===== src/rtl/wb_gpio_ex.sv =====
// Wishbone GPIO block: output latch, per-bit output enable, edge interrupts with W1C pending bits.
// Optional input debounce filter is enabled by defining GPIO_DEBOUNCE_EN.
module wb_gpio_ex #(
    parameter int          GPIO_WIDTH             = 32,
    parameter logic [31:0] DEFAULT_INTERRUPT_MASK = 32'h0,
    parameter logic [31:0] DEFAULT_INTERRUPT_EDGE = 32'h0,
    parameter logic [31:0] DEFAULT_INTERRUPT_BOTH = 32'h0,
    parameter int          DEBOUNCE_DIV           = 1000
) (
    input  logic                  clk,
    input  logic                  rst,
    input  logic                  i_wbs_we,
    input  logic                  i_wbs_cyc,
    input  logic [3:0]            i_wbs_sel,
    input  logic [31:0]           i_wbs_dat,
    input  logic                  i_wbs_stb,
    output logic                  o_wbs_ack,
    output logic [31:0]           o_wbs_dat,
    input  logic [31:0]           i_wbs_adr,
    output logic                  o_wbs_int,
    output logic [GPIO_WIDTH-1:0] o_gpio_out,
    output logic [GPIO_WIDTH-1:0] o_gpio_oe,
    input  logic [GPIO_WIDTH-1:0] i_gpio_in
);
    localparam int W = GPIO_WIDTH;

    logic         ack_q, ack_d, irq_q, irq_d;
    logic [31:0]  dat_q, dat_d, rdata, bm32;
    logic [W-1:0] out_q, out_d, oe_q, oe_d, pend_q, pend_d;
    logic [W-1:0] ien_q, ien_d, edge_q, edge_d, both_q, both_d;
    logic [W-1:0] sync1_q, sync2_q, prev_q, filt;
    logic [W-1:0] wd, wm, clr, rise, fall, ev;
    logic [1:0]   guard_q, guard_d;
    logic         req;

`ifdef GPIO_DEBOUNCE_EN
    localparam int DW = (DEBOUNCE_DIV > 1) ? $clog2(DEBOUNCE_DIV) : 1;
    logic [DW-1:0] div_q, div_d;
    logic [W-1:0]  smp1_q, smp1_d, smp2_q, smp2_d, filt_q, filt_d, stable;
    logic          tick;

    // A bit's filtered value moves only when three consecutive tick samples agree.
    always_comb begin
        tick   = (div_q == DW'(DEBOUNCE_DIV - 1));
        div_d  = tick ? '0 : div_q + DW'(1);
        smp1_d = smp1_q;
        smp2_d = smp2_q;
        filt_d = filt_q;
        stable = ~(sync2_q ^ smp1_q) & ~(smp1_q ^ smp2_q);
        if (tick) begin
            smp1_d = sync2_q;
            smp2_d = smp1_q;
            filt_d = (filt_q & ~stable) | (sync2_q & stable);
        end
    end

    always_ff @(posedge clk) begin
        if (!rst) begin
            div_q  <= '0;
            smp1_q <= '0;
            smp2_q <= '0;
            filt_q <= '0;
        end else begin
            div_q  <= div_d;
            smp1_q <= smp1_d;
            smp2_q <= smp2_d;
            filt_q <= filt_d;
        end
    end

    assign filt = filt_q;
`else
    assign filt = sync2_q;
`endif

    assign req = i_wbs_cyc & i_wbs_stb & ~ack_q;
    assign wd  = i_wbs_dat[W-1:0];
    assign wm  = bm32[W-1:0];

    always_comb begin
        for (int i = 0; i < 4; i++) bm32[8*i +: 8] = {8{i_wbs_sel[i]}};
    end

    // History follows the filtered value every cycle, whatever oe is, so an
    // oe 1->0 transition never sees a stale previous value.
    always_comb begin
        rise = filt & ~prev_q;
        fall = ~filt & prev_q;
        ev   = ~oe_q & ((both_q & (rise | fall)) |
                        (~both_q & edge_q & rise) |
                        (~both_q & ~edge_q & fall));
        if (guard_q != 2'd3) ev = '0;
        guard_d = (guard_q == 2'd3) ? guard_q : guard_q + 2'd1;
    end

    always_comb begin
        rdata = '0;
        case (i_wbs_adr)
            32'd0:   rdata = 32'((sync2_q & ~oe_q) | (out_q & oe_q));
            32'd1:   rdata = 32'(oe_q);
            32'd2:   rdata = 32'(pend_q);
            32'd3:   rdata = 32'(ien_q);
            32'd4:   rdata = 32'(edge_q);
            32'd5:   rdata = 32'(both_q);
            default: rdata = '0;
        endcase
    end

    always_comb begin
        out_d  = out_q;
        oe_d   = oe_q;
        ien_d  = ien_q;
        edge_d = edge_q;
        both_d = both_q;
        clr    = '0;
        if (req && i_wbs_we) begin
            case (i_wbs_adr)
                32'd0:   out_d  = (out_q  & ~wm) | (wd & wm);
                32'd1:   oe_d   = (oe_q   & ~wm) | (wd & wm);
                32'd2:   clr    = wd & wm;
                32'd3:   ien_d  = (ien_q  & ~wm) | (wd & wm);
                32'd4:   edge_d = (edge_q & ~wm) | (wd & wm);
                32'd5:   both_d = (both_q & ~wm) | (wd & wm);
                32'd6:   out_d  = out_q | (wd & wm);
                32'd7:   out_d  = out_q & ~(wd & wm);
                default: ;
            endcase
        end
        // A new event on the same cycle as its clear keeps the bit pending.
        pend_d = (pend_q & ~clr) | ev;
        ack_d  = req;
        dat_d  = req ? rdata : dat_q;
        irq_d  = |(pend_q & ien_q);
    end

    always_ff @(posedge clk) begin
        if (!rst) begin
            ack_q   <= 1'b0;
            dat_q   <= '0;
            irq_q   <= 1'b0;
            out_q   <= '0;
            oe_q    <= '0;
            pend_q  <= '0;
            ien_q   <= DEFAULT_INTERRUPT_MASK[W-1:0];
            edge_q  <= DEFAULT_INTERRUPT_EDGE[W-1:0];
            both_q  <= DEFAULT_INTERRUPT_BOTH[W-1:0];
            sync1_q <= '0;
            sync2_q <= '0;
            prev_q  <= '0;
            guard_q <= '0;
        end else begin
            ack_q   <= ack_d;
            dat_q   <= dat_d;
            irq_q   <= irq_d;
            out_q   <= out_d;
            oe_q    <= oe_d;
            pend_q  <= pend_d;
            ien_q   <= ien_d;
            edge_q  <= edge_d;
            both_q  <= both_d;
            sync1_q <= i_gpio_in;
            sync2_q <= sync1_q;
            prev_q  <= filt;
            guard_q <= guard_d;
        end
    end

    assign o_wbs_ack  = ack_q;
    assign o_wbs_dat  = dat_q;
    assign o_wbs_int  = irq_q;
    assign o_gpio_out = out_q;
    assign o_gpio_oe  = oe_q;
endmodule


===== config.mk =====
export PLATFORM = sky130hd
export DESIGN_NAME = wb_gpio_ex
export DESIGN_NICKNAME = d
export VERILOG_FILES = /design/src/rtl/wb_gpio_ex.sv
export SDC_FILE = /design/constraint.sdc
export NUM_CORES = 1
export LEC_CHECK = 0
export ABC_CLOCK_PERIOD_IN_PS = 5700
export BUFFER_PORTS_ARGS = -buffer_cell sky130_fd_sc_hd__buf_4
export CAP_MARGIN = 20
export CORE_MARGIN = 2
export CORE_UTILIZATION = 40
export DETAILED_ROUTE_END_ITERATION = 6
export PLACE_DENSITY_LB_ADDON = 0.08
export SLEW_MARGIN = 10
export SYNTH_ARGS = -nofsm -noshare
export SYNTH_HDL_FRONTEND = slang
export SYNTH_SLANG_ARGS = --single-unit

===== constraint.sdc =====
create_clock -name clk -period 5.7 [get_ports clk]
set_input_delay 0.285 -clock clk [delete_from_list [all_inputs] [get_ports clk]]
set_output_delay 0.285 -clock clk [all_outputs]
set_load 0.02 [all_outputs]

==> metrics.txt, run 1 <==
status finished clean; Clock Path Buffers 3; pwr/cell area 278 nW/µm²; GRT Overall Usage 23.3%; # hold bufs at CTS 32; share of layout cells above drive strength 1 16.9%; share of total power in sequential cells 46.0%; critical path type flop to flop; Die Area 38,500 µm²; cells along the critical path and3b_1 > nand4_1 > o41a_1 > buf_4 > a31oi_1 > o22ai_1; DRT iter0 DRCs 976; syn_area_per_cell 9.26 µm²; worst slack, placed 2.79 ns; Detail Route Antenna Nets 0; Setup Fix Bufs, Post-CTS 0; Tcrit/Tclk final 46.5%; Max H-tree Level 2; height of the die 196 µm; Post-Synth XOR/XNOR Area 0.119%; CTS buffer count 38; switching pwr 1.17 mW; site row count 70; crit-path max FO 17; Mapped Area 14,800 µm²; Leak 7.13 nW; Tmin final 2.65 ns; Synth Area in Compound Gates 15.3%; DRT Pass-1 Iters 5; Req. time, crit path 6.07 ns; clock-pin slew on the worst setup and hold paths 0.06 ns; P&R area growth vs syn 22.8%; Final WS setup 3.05 ns; Synth Area in Simple Gates 19.1%; CTS tree yes; WL per Instance 20.1 µm; drt via density 5.37; Crit path depth 6; Mapped Nets 1,766; CP max stage cell o41a_1; max_cap viols 0; Crit path max-delay family compound AO/OA/AOI/OAI gates; chip width 196 µm; FMAX 0.377 GHz; met3 wire len 2.41 mm; vias in the first global route 11,571; CTS resizes 0; Hold Crit Class input port to flop; CTS Sinks 324; starting density of the core 40.5%; CP max stage delay 0.81 ns; Critical Path AT 3.02 ns; Met2 Routed Length 20.7 mm; VDD IR max 0.000198 V; Top Metal Used met4; Worst Hold Path Cells 3; Register-to-Register Path Depth 6; DR vias 12,252; Slew @ Worst Pin 1.11 ns; DPL Wire Length 30.7 mm; multiplexer area fraction after synthesis 10.9%; Buf/Inv on CP 1; Final GP Congestion 0.815; first-pass GRT wire length 69.4 mm; IO Port Bufs 202; Ys Warns 0; final hold violation count 0; I/O Pins 203; R2R Setup Slk 3.05 ns; Slew HR 26.1%; RR Startpoint o_wbs_ack; Crit. Startpoint o_wbs_ack; core area 36,500 µm²; Slew Limit Fails 0; crit path to o_gpio_out[8]; Power Internal 3.87 mW; sequential fraction of the synthesis area 43.9%; adder-cell share of the synthesized area 5.50%; setup TNS 0 ns; Logic pwr share 6.6%; Post-Synthesis Cells 1,596; Clk network pwr share 47.4%; flops & latches, synth 324; initial antenna violation count 1; Reg-to-Reg End o_gpio_out[8]; pin count of the biggest net entering global routing 196; Nets 1,957; Hold Slack 0.0893 ns; RSZ-0062 raised after global routing no; final setup vio count 0; Net Sw Frac 23.2%; Final Skew 0.0124 ns; largest family of logic cells by synthesized area simple AND/OR/NAND/NOR gates; WL met1 21.8 mm; Netlist cell types 48; total gr overflow 0; Clock Latency Late Sink 0.53 ns; Root Driver clkbuf_16; WL final 45.9 mm; DRC Markers 0; crit end category flop; CP Launch Type flop
==> per-layer routing <==
layer | up-vias | global-route usage [%]
met5 | - | 0
met4 | 0 | 6.59
met3 | 64 | 3.56
met2 | 361 | 36.6
met1 | 5840 | 33.2
li1 | 5987 | -
==> cells by family after synthesis <==
| logic type | after synthesis |
|---|---|
| adder cells (fa/ha/maj) | 65 |
| XOR/XNOR | 2 |
| multiplexers | 161 |
| flip-flops | 324 |
| buffers and inverters | 191 |
| AO/OA/AOI/OAI | 343 |
| AND/OR/NAND/NOR | 510 |
==> area by class of cell <==
class	instances	area, µm²
fill	3451	18400
inverter	97	364
timing repair buffer	245	1940
tap	468	586
clock buffer	55	1150
multi-input combinational	1081	7540
clock inverter	11	80.1
antenna	1	2.50
sequential	324	6490
==> power by group through the flow <==
stage / registers [mW] / clock network (mW) / logic [mW]
global placement: 2.36 / 0 / 0.313
finish: 2.32 / 2.39 / 0.334
CTS: 2.32 / 2.44 / 0.335
floorplan: 2.36 / 0 / 0.180
global route: 2.32 / 2.53 / 0.366
detailed placement: 2.36 / 0 / 0.316
==> worst min-delay path, delay by kind of cell <==
family,cells,cell delay [ns]
AND/OR/NAND/NOR,1,0.09
AO/OA/AOI/OAI,1,0.08
buffers and inverters,1,0.12
==> worst min-delay path by stage <==
stage	from	to	slack [ns]
final	i_wbs_dat[19]	o_gpio_out[19]	0.09
after global routing	i_wbs_dat[24]	o_gpio_out[24]	0.1
after CTS	i_wbs_dat[19]	o_gpio_out[19]	0.07
after detailed placement	sync1_q[3]	filt[3]	0.42
after global placement	sync1_q[27]	filt[27]	0.42
after floorplan	sync1_q[0]	filt[0]	0.41
==> metrics by stage <==
step           util, %  cells  power (mW)  cell area [µm²]
2_1_floorplan        -   1596        2.54            14800
3_3_place_gp      45.4   2183        2.68            16600
3_5_place_dp      45.4   2183        2.68            16600
4_1_cts           49.7   2281        5.09            18100
5_1_grt           49.7   2282        5.22            18100
6_report          49.7   2282        5.04            18100
==> Yosys cell counts, drive strengths merged <==
cell type,instances,area (µm²)
inv,97,364
nand2b,1,6.26
nor2b,35,219
ha,65,813
nor2,2,7.51
nand3,7,52.6
nand2,262,991
or3b,1,8.76
o41a,1,11.3
and3b,1,8.76
buf,15,103
o31ai,4,30.0
nor3,19,275
xnor2,2,17.5
or3,1,11.3
a22o,4,35.0
and4,2,20.0
a211oi,32,240
o31a,1,8.76
a22oi,8,60.1
or4,1,7.51
o22ai,32,200
nand3b,33,248
o21ai,96,480
mux2i,161,1610
a221oi,36,315
a21boi,32,240
dfxtp,324,6490
and2,99,621
a31oi,32,200
clkbuf,79,297
a21oi,33,165
o311ai,32,280
nand4,6,37.5
and3,33,206
nor4,7,96.3
==> cell usage in the layout (no fill, tap or decap), types with 33 or more instances in the layout <==
master     Yosys  routed
a221oi_1      36      36
mux2i_1      161     161
dfxtp_1      324     324
nand2_1      261     261
nor2b_1       35      34
a21oi_1       33      33
clkbuf_16      0      41
buf_4          0     211
nand3b_1      33      33
ha_1          65      64
inv_1         96      96
o21ai_1       64      64
and2_1        98      98
and3_1        33      33
Note: power is estimated with default switching activity, not from simulation.
==> inputs of run 2 (changes only) <==
--- a/config.mk
+++ b/config.mk
@@ -5,7 +5,7 @@
 export SDC_FILE = /design/constraint.sdc
 export NUM_CORES = 1
 export LEC_CHECK = 0
-export ABC_CLOCK_PERIOD_IN_PS = 5700
+export ABC_CLOCK_PERIOD_IN_PS = 2250
 export BUFFER_PORTS_ARGS = -buffer_cell sky130_fd_sc_hd__buf_4
 export CAP_MARGIN = 20
 export CORE_MARGIN = 2
==> constraint.sdc (replaced) <==
create_clock -name clk -period 2.25 [get_ports clk]
set_input_delay 0.1125 -clock clk [delete_from_list [all_inputs] [get_ports clk]]
set_output_delay 0.1125 -clock clk [all_outputs]
set_load 0.02 [all_outputs]
==> metrics.txt, run 2 (synthesis gave the netlist of run 1 again) <==
share of layout cells above drive strength 1 17.9%; final hold violation count 0; Register-to-Register Path Depth 6; Max H-tree Level 2; height of the die 196 µm; Setup Fix Bufs, Post-CTS 0; Root Driver clkbuf_16; Hold Crit Class input port to flop; RR Startpoint o_wbs_ack; drt via density 5.30; DRC Markers 0; critical path type flop to flop; Final Skew 0.0161 ns; Reg-to-Reg End o_gpio_out[4]; DRT iter0 DRCs 973; Req. time, crit path 2.66 ns; Tcrit/Tclk final 94.0%; GRT Overall Usage 24.2%; DPL Wire Length 32.0 mm; chip width 196 µm; Clock Path Buffers 3; max_cap viols 0; CP Launch Type flop; RSZ-0062 raised after global routing no; crit end category flop; core area 36,500 µm²; first-pass GRT wire length 72.5 mm; Nets 2,067; WL per Instance 19.4 µm; CTS buffer count 38; clock-pin slew on the worst setup and hold paths 0.06 ns; initial antenna violation count 2; P&R area growth vs syn 31.0%; crit-path max FO 14; DR vias 12,669; Final Util 53.0%; most common cell after layout, fill and taps aside dfxtp_1; VDD IR max 0.000496 V; Seq. cell area 6490 µm²; Slew Limit Fails 0; multi-input logic area 7530 µm²; setup TNS 0 ns; Tmin final 2.12 ns; total power 12.8 mW; Critical Path AT 2.53 ns; WL final 46.5 mm; # fillers 3,396; site row count 70; Leak 7.63 nW; vias in the first global route 12,498; CTS tree yes; pin count of the biggest net entering global routing 103; Clock Latency Late Sink 0.55 ns; R2R Setup Slk 0.13 ns; final setup vio count 0; Final Non-Filler Cells 2,392; Die Area 38,500 µm²; CTS resizes 0; I/O Pins 203; Slew @ Worst Pin 0.579 ns; Detail Route Antenna Nets 0; Hold Slack 0.0375 ns; DRT Pass-1 Iters 5; Final GP Congestion 0.845; most frequent cells in the layout dfxtp_1, nand2_1, buf_4; Crit. Startpoint o_wbs_ack; crit path to o_gpio_out[4]; Slew HR 61.2%; Placed Cells 2,229; FMAX 0.473 GHz; CTS Sinks 324; pwr/cell area 663 nW/µm²; starting density of the core 40.5%; total gr overflow 0; status finished clean; IO Port Bufs 202
## run 2: cell count changes in the layout (fill, tap and decap cells not counted), moves of 2 or more
| cell | change |
|---|---|
| buf_4 | +26 |
| buf_12 | +20 |
| dlygate4sd3_1 | +64 |
| clkinv_2 | -7 |
| clkinv_4 | +2 |
| clkbuf_1 | +4 |
## run 2: layer usage
| metal | vias to the layer above | routed length, µm | global-route usage, % |
|---|---|---|---|
| met4 | 0 | 1330 | 8.50 |
| li1 | 6215 | - | - |
| met1 | 6031 | 21800 | 33.6 |
| met3 | 76 | 2230 | 3.06 |
| met5 | - | 0 | 0 |
| met2 | 347 | 21100 | 38.6 |
## run 2: final cells by class
class | count | area share (%)
multi-input combinational | 1081 | 38.9
sequential | 324 | 33.5
timing repair buffer | 355 | 16.4
clock buffer | 60 | 6.08
tap | 468 | 3.03
inverter | 97 | 1.88
clock inverter | 5 | 0.168
antenna | 2 | 0.0259
## run 2: how the worst min path moves through the flow
stage                 start            end  slack [ns]  cells after the start
6_report       i_wbs_sel[1]  o_gpio_out[9]        0.04                      3
5_1_grt        i_wbs_sel[1]  o_gpio_out[9]        0.03                      3
4_1_cts        i_wbs_sel[1]  o_gpio_out[9]       0.004                      3
3_5_place_dp   i_gpio_in[2]     sync1_q[2]        0.32                      2
3_3_place_gp   i_gpio_in[3]     sync1_q[3]        0.32                      2
2_1_floorplan  i_gpio_in[0]     sync1_q[0]        0.24                      1
## run 2: repair_timing
action,CTS,global route
hold buffers,96,0
hold endpoints to repair,221,0
endpoints found under the setup margin,0,0
## run 2: per-stage QoR
stage	setup WS (ns)	area, µm²
6_report	0.135	19400
5_1_grt	0.0270	19400
4_1_cts	0.155	19300
3_5_place_dp	0.181	17200
3_3_place_gp	0.193	17200
2_1_floorplan	0.323	14800
## run 2: critical path, cell delays in order, from the launching register on
cell and delay (ns):
dfxtp_1 0.34, and3b_1 0.50, nand4_1 0.18, o41a_1 0.45
buf_4 0.21, a31oi_1 0.19, o22ai_1 0.12
## run 2: where the power goes
part / internal (mW) / total (mW) / leakage (nW) / switching (mW)
clock network: 3.58 / 6.01 / 0.596 / 2.43
registers: 5.82 / 5.86 / 2.63 / 0.0429
logic: 0.442 / 0.969 / 4.41 / 0.527
total: 9.84 / 12.8 / 7.63 / 3.00
==> inputs of run 3 (changes only) <==
--- a/config.mk
+++ b/config.mk
@@ -5,6 +5,7 @@
 export SDC_FILE = /design/constraint.sdc
 export NUM_CORES = 1
 export LEC_CHECK = 0
+export ABC_AREA = 1
 export ABC_CLOCK_PERIOD_IN_PS = 2250
 export BUFFER_PORTS_ARGS = -buffer_cell sky130_fd_sc_hd__buf_4
 export CAP_MARGIN = 20
==> metrics.txt, run 3 <==
I/O Pins 203; DRT Pass-1 Iters 6; Detail Route Antenna Nets 0; CTS resizes 0; chip width 200 µm; critical path type flop to flop; GRT Overall Usage 26.2%; total power 12.9 mW; ys flop type dfxtp_1; Mapped Area 15,300 µm²; syn_area_per_cell 6.95 µm²; core area 37,700 µm²; Die Area 39,800 µm²; post-route cell area 19,100 µm²; Ys Warns 0; CTS Sinks 324; final setup vio count 0; Final Skew 0.0126 ns; most common cell after layout, fill and taps aside nand2_1; Register-to-Register Path Depth 7; Met2 Routed Length 24.0 mm; first-pass GRT wire length 81.1 mm; VDD IR max 0.000416 V; vias in the first global route 14,239; WL final 52.5 mm; Tmin final 1.86 ns; share of layout cells above drive strength 1 13.4%; DP Area 17,400 µm²; Post-Synthesis Cells 2,201; top post-synthesis cells by count nand2_1, dfxtp_1, inv_1, a21oi_1, nand3_1; Root Driver clkbuf_16; hold_sp i_wbs_dat[23]; starting density of the core 40.6%; Seq. cell area 6490 µm²; most frequent cells in the layout nand2_1, dfxtp_1, inv_1; # fillers 3,805; Max H-tree Level 2; drt via density 5.10; flops & latches, synth 324; n_diodes 0; Synth area leader dfxtp_1; final hold violation count 0; count leader, synth nand2_1; P&R area growth vs syn 24.7%; RR Startpoint o_wbs_ack; CTS buffer count 38; Top Metal Used met4; Leak 8.36 nW; Slew Limit Fails 0; height of the die 200 µm; Nets 2,606; crit end category flop; WL met1 23.9 mm; ranking of synthesized cells by area dfxtp_1, nand2_1, a21oi_1; met3 wire len 3.60 mm; IO Port Bufs 202; max_cap viols 0; RSZ-0062 raised after global routing no; site row count 71; Slew @ Worst Pin 0.792 ns; CP Launch Type flop; Netlist cell types 29; Final GP Congestion 0.836; asr flop ratio synth 0%; Slew HR 47.2%; CTS tree yes; top-area cell type share of the netlist area 42.4%; FMAX 0.538 GHz; DRT iter0 DRCs 1,317; Setup Fix Bufs, Post-CTS 0; multi-input logic area 7230 µm²; total gr overflow 0; EDFF count, synth 0; Worst Hold Path Cells 6; initial antenna violation count 0; Final Util 50.6%; # hold bufs at CTS 49; Clock Latency Late Sink 0.54 ns; Req. time, crit path 2.65 ns; crit-path max FO 8; Critical Path AT 2.26 ns; Tcrit/Tclk final 82.6%; status finished clean; WL per Instance 17.6 µm; pin count of the biggest net entering global routing 84; Hold Slack 0.0191 ns; setup TNS 0 ns; WHS Endpoint o_gpio_out[23]; DPL Wire Length 34.9 mm; Mapped Nets 2,371; Hold Crit Class input port to flop; Clock Path Buffers 3; R2R Setup Slk 0.39 ns; clock-pin slew on the worst setup and hold paths 0.06 ns; DR vias 15,168; DRC Markers 0; pwr/cell area 678 nW/µm²; sequential fraction of the synthesis area 42.4%
run 3: routing by layer:
metal  vias up  global-route usage [%]
li1       7513                       -
met1      7078                    36.0
met2       507                    43.6
met3        70                    3.44
met4         0                    6.42
met5         -                       0
run 3: kinds of logic after synthesis:
logic type	share of synthesized area (%)
AND/OR/NAND/NOR	27.8
AO/OA/AOI/OAI	14.0
buffers and inverters	10.4
flip-flops	42.4
adder cells (fa/ha/maj)	5.32
XOR/XNOR	0.0573
run 3: where the power goes:
group          switching [mW]  leakage [nW]  internal [mW]  total (mW)
sequential             0.0737          2.63           5.86        5.93
clock                    2.49         0.582           3.56        6.05
combinational           0.565          5.15          0.387       0.953
run 3: worst max-delay path by stage:
stage,slack (ns),start,cells after the start,endpoint
after floorplan,0.66,o_wbs_ack,6,flop
after global placement,0.21,i_wbs_adr[14],16,o_wbs_dat[7]
after detailed placement,0.22,i_wbs_adr[8],16,o_wbs_dat[7]
after CTS,0.44,o_wbs_ack,7,flop
after global routing,0.28,o_wbs_ack,7,flop
final,0.39,o_wbs_ack,7,flop
run 3: final cells by class:
type | instances | share of cell area (%)
multi-input cells | 1499 | 37.9
repair buffers | 300 | 13.0
clock buffers | 56 | 5.66
well taps | 511 | 3.35
inverters | 273 | 5.41
clock inverters | 11 | 0.617
flip-flops and latches | 324 | 34.0
run 3: per-stage QoR:
step	worst slack [ns]	cells
6_report	0.392	2974
5_1_grt	0.282	2974
4_1_cts	0.444	2974
3_5_place_dp	0.221	2858
3_3_place_gp	0.209	2858
2_1_floorplan	0.662	2201
run 3: worst max-delay path, cell delays in order (launching register included):
cell	delay [ns]
dfxtp_1	0.34
nor2_4	0.12
nand2_2	0.21
nor4_2	0.34
buf_4	0.19
nand2_1	0.28
nand2_1	0.16
a21oi_1	0.07
